### config.mk
export PLATFORM = sky130hd
export DESIGN_NAME = iterative_mul_div
export DESIGN_NICKNAME = d
export VERILOG_FILES = /design/src/rtl/mul_div_pkg.sv /design/src/rtl/cond_negate.sv /design/src/rtl/iterative_mul_div.sv
export SDC_FILE = /design/constraint.sdc
export NUM_CORES = 1
export LEC_CHECK = 0
export BUFFER_PORTS_ARGS = -buffer_cell sky130_fd_sc_hd__buf_2
export CAP_MARGIN = 20
export CORE_AREA = 2 2 172 174
export CTS_CLUSTER_SIZE = 40
export DETAILED_ROUTE_END_ITERATION = 7
export DIE_AREA = 0 0 174 176
export GPL_TIMING_DRIVEN = 0
export PLACE_DENSITY_LB_ADDON = 0.05
export REMOVE_ABC_BUFFERS = 1
export SYNTH_ARGS = -nofsm -noshare
export SYNTH_HDL_FRONTEND = slang
export SYNTH_SLANG_ARGS = --single-unit
### constraint.sdc
create_clock -name clk -period 3.8 [get_ports clk]
set_input_delay 0.57 -clock clk [delete_from_list [all_inputs] [get_ports clk]]
set_output_delay 0.57 -clock clk [all_outputs]
set_load 0.05 [all_outputs]
### src/rtl/mul_div_pkg.sv
// Shared encodings and helpers for the iterative multiply/divide unit.
package mul_div_pkg;

  localparam logic [1:0] OP_MULTU = 2'b00;
  localparam logic [1:0] OP_MULT  = 2'b01;
  localparam logic [1:0] OP_DIVU  = 2'b10;
  localparam logic [1:0] OP_DIV   = 2'b11;

  typedef enum logic [1:0] {
    IDLE = 2'd0,
    CALC = 2'd1,
    FIX  = 2'd2
  } state_e;

  function automatic logic is_signed(input logic [1:0] op);
    return (op == OP_MULT) || (op == OP_DIV);
  endfunction

  function automatic logic is_div(input logic [1:0] op);
    return (op != OP_MULTU) && (op != OP_MULT);
  endfunction

endpackage

### src/rtl/cond_negate.sv
// Two's-complement conditional negation: data_o = neg_i ? -data_i : data_i.
module cond_negate #(
  parameter int unsigned WIDTH = 32
) (
  input  logic             neg_i,
  input  logic [WIDTH-1:0] data_i,
  output logic [WIDTH-1:0] data_o
);

  assign data_o = neg_i ? (~data_i + WIDTH'(1)) : data_i;

endmodule

### src/rtl/iterative_mul_div.sv
// Multi-cycle MULT/MULTU/DIV/DIVU unit with HI/LO registers; one iteration per cycle on
// magnitudes, sign fix-up in a final cycle.
module iterative_mul_div
  import mul_div_pkg::*;
#(
  parameter int unsigned WIDTH = 32,
  parameter int unsigned CNT_W = $clog2(WIDTH + 1)
) (
  input  logic             clk,
  input  logic             rst,
  input  logic             start,
  input  logic [1:0]       op,
  input  logic [WIDTH-1:0] a,
  input  logic [WIDTH-1:0] b,
  input  logic             cancel,
  input  logic             hi_we,
  input  logic             lo_we,
  input  logic [WIDTH-1:0] wdata,
  output logic             busy,
  output logic             done,
  output logic             div_by_zero,
  output logic [WIDTH-1:0] hi,
  output logic [WIDTH-1:0] lo
);

  state_e             state_q, state_d;
  logic [CNT_W-1:0]   cnt_q, cnt_d;
  logic [2*WIDTH-1:0] acc_q, acc_d;
  logic [WIDTH-1:0]   opnd_q, opnd_d;
  logic [WIDTH-1:0]   a_raw_q, a_raw_d;
  logic               div_q, div_d;
  logic               neg_res_q, neg_res_d;
  logic               neg_rem_q, neg_rem_d;
  logic               zero_q, zero_d;
  logic [WIDTH-1:0]   hi_q, hi_d;
  logic [WIDTH-1:0]   lo_q, lo_d;
  logic               done_q, done_d;
  logic               dbz_q, dbz_d;

  logic               sgn;
  logic [WIDTH-1:0]   abs_a, abs_b;
  logic [2*WIDTH-1:0] prod_fix;
  logic [WIDTH-1:0]   quot_fix, rem_fix;

  logic [WIDTH:0]     mul_sum;
  logic [2*WIDTH-1:0] mul_next;
  logic [WIDTH:0]     div_shift, div_diff;
  logic [2*WIDTH-1:0] div_next;

  assign sgn = is_signed(op);

  cond_negate #(.WIDTH(WIDTH)) u_abs_a (
    .neg_i  (sgn & a[WIDTH-1]),
    .data_i (a),
    .data_o (abs_a)
  );

  cond_negate #(.WIDTH(WIDTH)) u_abs_b (
    .neg_i  (sgn & b[WIDTH-1]),
    .data_i (b),
    .data_o (abs_b)
  );

  cond_negate #(.WIDTH(2*WIDTH)) u_fix_prod (
    .neg_i  (neg_res_q),
    .data_i (acc_q),
    .data_o (prod_fix)
  );

  cond_negate #(.WIDTH(WIDTH)) u_fix_quot (
    .neg_i  (neg_res_q),
    .data_i (acc_q[WIDTH-1:0]),
    .data_o (quot_fix)
  );

  cond_negate #(.WIDTH(WIDTH)) u_fix_rem (
    .neg_i  (neg_rem_q),
    .data_i (acc_q[2*WIDTH-1:WIDTH]),
    .data_o (rem_fix)
  );

  // acc holds {partial product, multiplier} or {remainder, dividend/quotient}
  always_comb begin
    mul_sum   = {1'b0, acc_q[2*WIDTH-1:WIDTH]} + (acc_q[0] ? {1'b0, opnd_q} : '0);
    mul_next  = {mul_sum, acc_q[WIDTH-1:1]};
    div_shift = {acc_q[2*WIDTH-1:WIDTH], acc_q[WIDTH-1]};
    div_diff  = div_shift - {1'b0, opnd_q};
    if (div_diff[WIDTH]) begin
      div_next = {div_shift[WIDTH-1:0], acc_q[WIDTH-2:0], 1'b0};
    end else begin
      div_next = {div_diff[WIDTH-1:0], acc_q[WIDTH-2:0], 1'b1};
    end
  end

  always_comb begin
    state_d   = state_q;
    cnt_d     = cnt_q;
    acc_d     = acc_q;
    opnd_d    = opnd_q;
    a_raw_d   = a_raw_q;
    div_d     = div_q;
    neg_res_d = neg_res_q;
    neg_rem_d = neg_rem_q;
    zero_d    = zero_q;
    hi_d      = hi_q;
    lo_d      = lo_q;
    done_d    = 1'b0;
    dbz_d     = dbz_q;

    unique case (state_q)
      IDLE: begin
        if (start && !cancel) begin
          state_d   = CALC;
          cnt_d     = CNT_W'(WIDTH);
          div_d     = is_div(op);
          neg_res_d = sgn & (a[WIDTH-1] ^ b[WIDTH-1]);
          neg_rem_d = sgn & a[WIDTH-1];
          zero_d    = is_div(op) && (b == '0);
          a_raw_d   = a;
          if (is_div(op)) begin
            acc_d  = {{WIDTH{1'b0}}, abs_a};
            opnd_d = abs_b;
          end else begin
            acc_d  = {{WIDTH{1'b0}}, abs_b};
            opnd_d = abs_a;
          end
        end else begin
          if (hi_we) hi_d = wdata;
          if (lo_we) lo_d = wdata;
        end
      end
      CALC: begin
        acc_d = div_q ? div_next : mul_next;
        cnt_d = cnt_q - CNT_W'(1);
        if (cnt_q == CNT_W'(1)) state_d = FIX;
      end
      FIX: begin
        state_d = IDLE;
        done_d  = 1'b1;
        dbz_d   = zero_q;
        if (zero_q) begin
          hi_d = a_raw_q;
          lo_d = '1;
        end else if (div_q) begin
          hi_d = rem_fix;
          lo_d = quot_fix;
        end else begin
          {hi_d, lo_d} = prod_fix;
        end
      end
      default: state_d = IDLE;
    endcase

    // A flush leaves the architectural HI/LO state untouched.
    if (cancel) begin
      state_d = IDLE;
      done_d  = 1'b0;
      hi_d    = hi_q;
      lo_d    = lo_q;
      dbz_d   = dbz_q;
    end
  end

  always_ff @(posedge clk or negedge rst) begin
    if (!rst) begin
      state_q   <= IDLE;
      cnt_q     <= '0;
      acc_q     <= '0;
      opnd_q    <= '0;
      a_raw_q   <= '0;
      div_q     <= 1'b0;
      neg_res_q <= 1'b0;
      neg_rem_q <= 1'b0;
      zero_q    <= 1'b0;
      hi_q      <= '0;
      lo_q      <= '0;
      done_q    <= 1'b0;
      dbz_q     <= 1'b0;
    end else begin
      state_q   <= state_d;
      cnt_q     <= cnt_d;
      acc_q     <= acc_d;
      opnd_q    <= opnd_d;
      a_raw_q   <= a_raw_d;
      div_q     <= div_d;
      neg_res_q <= neg_res_d;
      neg_rem_q <= neg_rem_d;
      zero_q    <= zero_d;
      hi_q      <= hi_d;
      lo_q      <= lo_d;
      done_q    <= done_d;
      dbz_q     <= dbz_d;
    end
  end

  assign busy        = (state_q != IDLE);
  assign done        = done_q;
  assign div_by_zero = dbz_q;
  assign hi          = hi_q;
  assign lo          = lo_q;

endmodule

Word-level counts from Yosys, hierarchy flattened
Index checks and enable logic that the tools add are counted.
{ "totals": {"output_inout_bits": 67, "elab_cells": 90, "in_bits": 104, "register_bits": 206} }
{ "classes": {"addsub": 8, "eq_ne": 12, "n_bitwise": 10, "n_reduce_logical": 17, "n_mux": 30} }
{ "ops": {"columns": ["cell", "n"], "rows": [
  ["$mux W32", 15],
  ["$mux W64", 4],
  ["$add A32 B1 Y32 const B", 4],
  ["$not A32 Y32", 4],
  ["$pmux W32 S2", 2],
  ["$pmux W64 S2", 1],
  ["$add A64 B1 Y64 const B", 1],
  ["$not A64 Y64", 1],
  ["$add A32 B32 Y33", 1],
  ["$sub A33 B32 Y33", 1],
  ["$logic_not A32 Y1", 1],
  ["$pmux W6 S2", 1],
  ["$ne A2 B2 Y1 const B", 4],
  ["$reduce_and A2 Y1", 4],
  ["$reduce_and A4 Y1", 2],
  ["$reduce_bool A2 Y1", 4],
  ["$eq A6 B1 Y1 const B", 1],
  ["$mux W2", 3],
  ["$mux W6", 1],
  ["$ne A3 B3 Y1 const B", 2],
  ["$sub A6 B1 Y6 const B", 1],
  ["$eq A2 B1 Y1 const B", 2],
  ["$eq A2 B2 Y1 const B", 2],
  ["$pmux W2 S2", 1],
  ["other kinds (9)", 14]
]} }

Logic depth before layout (Yosys ltp)
Gate-level depths: netlist of run 1.
{ "logic_depth": {"depth_word": 7, "ltp_mapped": 15, "ltp_nobuf": 13} }

Cells and area by module
Synthesis of run 1 repeated with hierarchy kept, for this count alone.
{ "unflattened": {"cells_unflattened": 2274, "area_unflattened_um2": 18998.2} }
{ "by_module_without_submodules": {"columns": ["mod", "area_each_um2", "instances", "seq_area_each_um2", "cells_per_inst"], "rows": [
  ["iterative_mul_div", 14241.2, 1, 5154.9, 1672],
  ["cond_negate at u_abs_a ...", 777.0, 4, 0.0, 99],
  ["cond_negate at u_fix_prod", 1649.1, 1, 0.0, 206]
]} }

Worst setup path before layout of run 1
Ideal clock, no wire load.
{ "synth_timing": {"kind": "flip-flop to flip-flop", "from": "reg acc_q[0]", "to": "reg acc_q[63]", "setup_ns": 0.128, "slack_ns": 0.558, "path_stages_with_launch": 15, "arrival_ns": 3.114, "path_buffers": 2, "synth_period_minus_slack_ns": 3.242, "path_cell_list": "dfrtp_1 -> clkbuf_1 -> inv_1 -> clkbuf_1 -> nor2_1 -> ha_1 -> nor2b_1 -> o31a_1 -> o31ai_1 -> a21o_1 -> a211o_1 -> a21boi_0 -> a311o_1 -> a211oi_1 -> nor3_1"} }
{ "synth_via": {"elab_chain_cells": 4} }
{ "synth_rtl": {"columns": ["element", "line_no", "source"], "rows": [
  ["from (decl)", "iterative_mul_div.sv:28", "logic [2*WIDTH-1:0] acc_q, acc_d;"],
  ["from (signal assigned)", "iterative_mul_div.sv:168", "acc_q <= '0;"],
  ["from (signal assigned)", "iterative_mul_div.sv:182", "acc_q <= acc_d;"],
  ["$mux W32", "iterative_mul_div.sv:84", "mul_sum = {1'b0, acc_q[2*WIDTH-1:WIDTH]} + (acc_q[0] ? {1'b0, opnd_q} : '0);"],
  ["$add A32 B32 Y33", "iterative_mul_div.sv:84", null],
  ["$mux W64", "iterative_mul_div.sv:133", "acc_d = div_q ? div_next : mul_next;"],
  ["$pmux W64 S2", "iterative_mul_div.sv:110", "unique case (state_q)"]
]} }
No other way between the ends.
A chain may end at the register's enable or synchronous reset.

Final worst setup path of run 1
{ "layout_timing": {"from": "reg acc_q[31]", "to": "reg acc_q[62]"} }
{ "layout_via": {"elab_chain_cells": 4} }
{ "layout_rtl": {"columns": ["element", "line_no", "source"], "rows": [
  ["$sub A33 B32 Y33", "iterative_mul_div.sv:87", "div_diff = div_shift - {1'b0, opnd_q};"],
  ["$mux W64", "iterative_mul_div.sv:88", "if (div_diff[WIDTH]) begin"],
  ["$mux W64", "iterative_mul_div.sv:133", null],
  ["$pmux W64 S2", "iterative_mul_div.sv:110", null]
]} }
No other way between the ends.

==> key figures, run 1 <==
Synth
  • Async SR Flop Fraction: 100%
  • Syn avg cell area: approximately 7.8 sq um
  • EDFF count, synth: 0
  • Most used DFF post-synth: dfrtp_1
  • Cell count after synthesis: 2163
  • Sequential area share after synthesis: 30.4%
  • Yosys reg bits: 206
  • Mapped Area: 16900 sq um
  • Yosys cell types: 86
  • Warning count from the yosys run: 0

STA
  • Final setup TNS: 0 ns
  • Period utilisation layout: 97.0%
  • Worst-Margin Slew: roughly 1.2 ns
  • Final Hold Vio Count: 0
  • Clock period minus worst slack: ~3.7 ns
  • Fmax achieved: approximately 0.27 GHz
  • RSZ-0062 raised after global routing: false
  • Setup Viol. Count Final: 0
  • Slew HR: between 15 and 20%
  • Setup Skew: between 0.03 and 0.04 ns
  • Final count of pins violating max slew: 0

Global route
  • Initial antenna violation count: 0
  • Largest net degree at the start of global routing: 116
  • Grt ovf: 0
  • Aggregate global-route resource usage: between 30% and 40%
  • First-pass GRT wire length: roughly 90000 um
  • Vias in the first global route: roughly 16000

Detailed routing
  • Met1 WL: 25000 um
  • Starting DRC count in detailed routing: 1848
  • DRT Pass-1 Iters: 6
  • Vias per std cell: around 6.6
  • Post-DRT Antenna Nets: 0
  • Vias: between 15000 and 20000
  • # DRC: 0
  • Avg WL per Cell: between 20 and 25 um
  • Met3 wire length: 5190 um
  • Met2 WL: between 20000 and 30000 um
  • Final Routed Wirelength: just under 60000 um
  • Uppermost routed layer: met4

Setup path
  • Reg2reg start: acc_q[31]
  • Crit path to: acc_q[62]
  • WP data arrival: 4.09 ns
  • Critical-path cell list: inv_1, ha_1, fa_1, nor2b_1, o31a_1, o21ai_0, a21oi_1, a211oi_1, o2111ai_1, a41oi_1, a41oi_1, nand3b_1
  • Stages on worst setup path: 12
  • Buf+Inv Stages, Crit Path: 1
  • Reg2reg path depth: 12
  • Start point of the critical path: acc_q[31]
  • Kind of critical path: reg -> reg
  • Setup crit start kind: register
  • R2R Setup Slk: 0.12 ns
  • Slowest cell on crit path: dfrtp_1
  • CP Capture Type: register
  • Worst Path Max Fanout: 8
  • Crit path max-delay family: compound AO/OA/AOI/OAI gates
  • CP required: approximately 4.2 ns
  • Critical register-to-register path endpoint: acc_q[62]
  • Crit path largest cell delay: about 0.59 ns
  • CP most frequent cell: a41oi_1

Clocking
  • Worst-path clk slew: approximately 0.060 ns
  • CTS max path bufs: 3
  • Worst-skew pair later-pin latency: roughly 0.55 ns
  • CTS buffer count: 24
  • CTS tree: done
  • Clk root buf: clkbuf_16
  • Clock Sinks: between 200 and 250
  • H-tree depth: 1

Layout
  • Share of cells above drive strength 1: between 10% and 20%
  • Final design instance area without fill: 19200 sq um
  • Nets: 2428
  • Synth-to-layout area growth: 13.4%
  • ANT cells: 0

Floorplanning
  • Die Ht: approximately 180 um
  • Core ar.: roughly 29000 sq um
  • Die ar.: slightly above 30000 sq um
  • DIE WIDTH: roughly 170 um
  • Starting density of the core: roughly three fifths
  • Row count: 62
  • Number of top-level pins: around 170

Placement
  • IO Port Bufs: 170
  • Detailed Place HPWL: around 43000 um
  • RePlAce Congestion: between 0.9 and 1
  • Placed cell area: 18300 sq um

Min path
  • Hold Crit Class: in -> async

Run status
  • Status: finished clean

Power and ir drop
  • PD cells: 803 nW/um^2
  • Leakage: 8.46 nW
  • Maximum vdd ir drop: roughly 0.54 mV

Flow run
  • Max cap viols: 0
[kinds of logic (layout without fill, tap and decap cells)]
kind of cell	after synthesis	after routing	synth area share [%]
DFF	206	206	30.4
buffers and inverters	212	316	4.81
AOI/OAI and AO/OA	704	704	25.8
muxes	71	71	4.23
adders and majority gates	72	72	5.40
and+or+nand+nor	732	734	20.8
xor gates and xnor gates	166	166	8.58
[power by group]
part,internal [mW],total (mW),switching (mW)
Sequential,2.90,4.09,1.19
Clock,1.46,2.45,0.985
Combinational,3.41,8.89,5.49
[cells in the mapped netlist (all sizes together), types with 35 or more instances]
library cell | number | area [sq um]
xor2 | 56 | 490
inv | 68 | 255
ha | 70 | 876
o22ai | 37 | 231
dfrtp | 206 | 5150
buf | 35 | 151
clkbuf | 109 | 409
a211oi | 56 | 425
mux2i | 66 | 661
nand2 | 284 | 1070
a21oi | 195 | 976
o21ai | 187 | 936
nor3 | 38 | 190
nor2 | 177 | 664
xnor2 | 110 | 963
nand3 | 48 | 253
o211ai | 35 | 263
a21o | 39 | 293
[final cells by class]
type                       count  area [sq um]
timing repair inverter         1          7.51
tap                          384           480
timing repair buffer         204          1390
clock buffer                  33           684
fill                        2488          9330
multi-input combinational   1747         11100
sequential                   206          5160
clock inverter                10           139
inverter                      68           263
[layer usage]
metal / global-route usage (%) / up-vias
met5: 0 / -
met4: 16.6 / 0
met3: 4.61 / 156
met2: 60.5 / 963
met1: 53.3 / 8276
li1: - / 7998
[stage by stage]
stage | util [%] | power, mW | hold WS, ns | std cells | worst slack (ns)
floorplan | - | 10.1 | 0.274 | 2019 | -4.91
global placement | 62.1 | 12.4 | 0.457 | 2573 | -13.27
detailed placement | 63.9 | 12.5 | 0.463 | 2600 | -0.269
CTS | 67.1 | 15.2 | 0.161 | 2650 | 0.0129
global route | 67.3 | 16.4 | 0.206 | 2653 | 0.0103
finish | 67.3 | 15.4 | 0.133 | 2653 | 0.115
[worst min-delay path by stage]
stage / startpoint / to / slack (ns) / cells after the start
floorplan: rst / a_raw_q[0] / 0.27 / 0
global placement: a_raw_q[28] / a_raw_q[28] / 0.46 / 2
detailed placement: a_raw_q[12] / a_raw_q[12] / 0.46 / 2
CTS: rst / lo[2] / 0.16 / 1
global route: rst / lo[2] / 0.21 / 1
finish: rst / cnt_q[0] / 0.13 / 1
[repair_timing]
| action | in CTS | in global routing |
|---|---|---|
| cloned | 3 | 0 |
| buffers inserted | 4 | 2 |
| hold buffers | 0 | 0 |
| pin swaps | 2 | 1 |
| setup endpoints to repair | 24 | 28 |
| gates resized for setup | 4 | 5 |
[registers in the layout, indices dropped and copies added (netlist names), 2 cells and up]
register / cells
acc_q: 64
opnd_q: 32
state_q: 2
cnt_q: 6
hi: 32
a_raw_q: 32
lo: 32
[placed cells by master (no fill, tap or decap), drive strengths merged, types with 6 or more instances in the layout]
cell type	instances
xnor2	110
nor3	38
o211ai	35
o21a	9
o21ai	187
o22ai	37
or2	11
mux2i	66
and3	23
or4	19
a21oi	195
buf	204
clkinv	6
dfrtp	206
o31ai	23
xor2	56
nand3b	6
a31oi	25
nor4	20
nor3b	6
nor2	177
nand2	284
and2	9
a21o	39
a22oi	25
or3	25
nor2b	16
nand2b	21
inv	66
clkbuf	33
ha	70
a221oi	10
nand3	48
o41ai	18
a211oi	56
nand4	15
[worst reg2reg max path: cells and delay by family (launching register included)]
family	cells	cell delay (ns)
AO/OA/AOI/OAI	7	1.92
adder cells (fa/ha/maj)	2	0.66
buffers and inverters	1	0.09
flip-flops	1	0.59
AND/OR/NAND/NOR	2	0.29
No activity file was read; power rests on OpenSTA's default activity.
==> run 2, diff against run 1 <==
RECOVER_POWER = 25   (was not set)
==> key figures, run 2 (synthesis results as in run 1) <==
Layout
  • Max reg flops: 64 (unchanged)
  • Commonest non-fill, non-tap cell in the layout: nand2_1 (unchanged)
  • ANT cells: 0 (unchanged)
  • Synth-to-layout area growth: 13.2% (was 13.4%)
  • Commonest non-fill, non-tap cells in the layout: nand2_1 (283), dfrtp_1 (201), a21oi_1 (195) (unchanged)
  • Nets: 2428 (unchanged)
  • Largest register by flop count: acc_q (unchanged)
  • Multi-input gate area: 11100 sq um (unchanged)
  • Sequential cell area: 5160 sq um (unchanged)
  • Share of cells above drive strength 1: 13.6% (unchanged)
  • Fillcell total: 2492 (was 2488)

Floorplanning
  • Core ar.: 28500 sq um (unchanged)
  • Die Ht: 176 um (unchanged)
  • Row count: 62 (unchanged)
  • Die ar.: 30600 sq um (unchanged)
  • DIE WIDTH: 174 um (unchanged)
  • Starting density of the core: 59.4% (unchanged)
  • Number of top-level pins: 171 (unchanged)

Clocking
  • Worst-path clk slew: 0.07 ns (was 0.06 ns)
  • H-tree depth: 1 (unchanged)
  • CTS buffer count: 24 (unchanged)
  • Clk root buf: clkbuf_16 (unchanged)
  • CTS tree: done (unchanged)
  • Clock Sinks: 206 (unchanged)
  • CTS max path bufs: 3 (unchanged)
  • Hold_buf cts: 0 (unchanged)
  • Worst-skew pair later-pin latency: 0.55 ns (about the same)

STA
  • Final setup TNS: 0 ns (unchanged)
  • Setup Viol. Count Final: 0 (unchanged)
  • RSZ-0062 raised after global routing: false (unchanged)
  • Period utilisation layout: 96.8% (was 97.0%)
  • Final count of pins violating max slew: 116 (was 0)
  • Slew HR: -102% (was 17.7%)
  • Setup Skew: 0.0293 ns (was 0.0323 ns)
  • Fmax achieved: 0.272 GHz (was 0.271 GHz)
  • Worst-Margin Slew: 3.03 ns (was 1.23 ns)
  • Final Hold Vio Count: 0 (unchanged)
  • Clock period minus worst slack: 3.68 ns (about the same)

Global route
  • Vias in the first global route: 16400 (unchanged)
  • First-pass GRT wire length: 92800 um (unchanged)
  • Initial antenna violation count: 0 (unchanged)
  • Grt ovf: 0 (unchanged)
  • Largest net degree at the start of global routing: 116 (unchanged)
  • Aggregate global-route resource usage: 38.3% (unchanged)

Setup path
  • Setup crit start kind: register (unchanged)
  • Crit path largest cell delay: 0.62 ns (was 0.59 ns)
  • CP Capture Type: register (unchanged)
  • Critical-path cell list: inv_1, fa_1, nor2b_1, o31a_1, o21ai_0, a21oi_1, a211oi_1, o2111ai_1, a41oi_1, a41oi_1, nand3b_1 (was inv_1, ha_1, fa_1, nor2b_1, o31a_1, o21ai_0, a21oi_1, a211oi_1, o2111ai_1, a41oi_1, a41oi_1, nand3b_1)
  • Kind of critical path: reg -> reg (unchanged)
  • Worst Path Max Fanout: 10 (was 8)
  • Slowest cell on crit path: dfrtp_1 (unchanged)
  • Reg2reg start: acc_q[32] (was acc_q[31])
  • WP data arrival: 4.08 ns (was 4.09 ns)
  • Start point of the critical path: acc_q[32] (was acc_q[31])
  • CP most frequent cell: a41oi_1 (unchanged)
  • CP required: 4.20 ns (about the same)

Run status
  • Status: finished, violations left (was finished clean)
  • Violated checks: max-capacitance violations, max-slew violations

Detailed routing
  • Starting DRC count in detailed routing: 1794 (was 1848)
  • Post-DRT Antenna Nets: 0 (unchanged)
  • Final Routed Wirelength: 59500 um (about the same)
  • DRT Pass-1 Iters: 6 (unchanged)
  • Met1 WL: 25100 um (was 25000 um)
  • Uppermost routed layer: met4 (unchanged)
  • Met3 wire length: 5030 um (was 5190 um)
  • Vias: 17400 (about the same)
  • # DRC: 0 (unchanged)
  • Met2 WL: 26600 um (about the same)
  • Avg WL per Cell: 22.4 um (about the same)
  • Vias per std cell: 6.55 (was 6.56)

Power and ir drop
  • Power consumption: 15.4 mW (about the same)
  • Switching part of the total: 49.7% (about the same)
  • Maximum vdd ir drop: 0.540 mV (was 0.541 mV)
  • Leakage: 8.45 nW (was 8.46 nW)
  • Sequential power share: 26.5% (about the same)
  • Sw power: 7.68 mW (was 7.66 mW)
  • Internal power: 7.76 mW (about the same)
  • Comb power frac: 57.7% (about the same)
  • PD cells: 805 nW/um^2 (was 803 nW/um^2)
  • Clock share of power: 15.8% (was 15.9%)

Placement
  • IO Port Bufs: 170 (unchanged)
  • Detailed Place HPWL: 43400 um (unchanged)
  • RePlAce Congestion: 0.988 (unchanged)

Flow run
  • Max cap viols: 1 (was 0)

Min path
  • Hold path startpoint: a[14]
  • Hold Crit Class: in -> reg (was in -> async)
-- run 2: final cells by class --
class,instances,share of cell area (%)
tap,384,2.50
timing repair buffer,204,7.09
multi-input combinational,1747,57.8
sequential,206,26.9
timing repair inverter,1,0.0391
inverter,68,1.37
clock buffer,33,3.57
clock inverter,10,0.724
-- run 2: worst max-delay path: cells and delay by family (launching register included) --
kind                     cells  cell delay, ns
AO/OA/AOI/OAI                7            1.92
AND/OR/NAND/NOR              2            0.29
flip-flops                   1            0.62
adder cells (fa/ha/maj)      1            0.51
buffers and inverters        1            0.20
-- run 2: worst paths after layout --
| check | endpoint | slack, ns | cells after the start |
|---|---|---|---|
| worst max-delay path | acc_q[62] | 0.12 | 11 |
| worst min-delay path | a_raw_q[14] | 0.27 | 3 |
| min in group asynchronous | cnt_q[0] | 1.02 | 1 |
| max in group asynchronous | div_q | 0.73 | 2 |
| worst min register to register | lo[24] | 0.47 | 1 |
| worst max register to register | acc_q[62] | 0.12 | 11 |
-- run 2: power by group through the flow --
stage                     Clock (mW)  Sequential (mW)  Combinational [mW]
after detailed placement           0             4.07                8.46
after floorplan                    0             4.38                5.72
after global placement             0             4.09                8.26
final                           2.44             4.09                8.91
after global routing            2.56             4.18                9.68
after CTS                       2.46             4.06                8.71
-- run 2: routing by layer --
| metal | GRT usage (%) | vias to the layer above |
|---|---|---|
| met5 | 0 | - |
| met4 | 16.6 | 0 |
| met3 | 4.61 | 163 |
| met2 | 60.5 | 918 |
| met1 | 53.3 | 8295 |
| li1 | - | 8004 |
-- run 2: per-stage QoR --
stage                     hold slack [ns]  cell area [sq um]  cells  worst slack, ns  utilization, %
after floorplan                     0.274              16400   2019            -4.91               -
after global placement              0.457              17700   2573           -13.27            62.1
after detailed placement            0.463              18300   2600           -0.269            63.9
after CTS                           0.161              19200   2650           0.0129            67.1
after global routing                0.262              19200   2653           0.0103            67.2
final                               0.265              19200   2653            0.123            67.2
-- run 2: what timing repair did --
action                                  4_1_cts  5_1_grt
pin swaps                                     2        1
resized for setup                             4        5
gates cloned                                  3        0
setup buffers                                 4        2
endpoints found under the setup margin       24       28
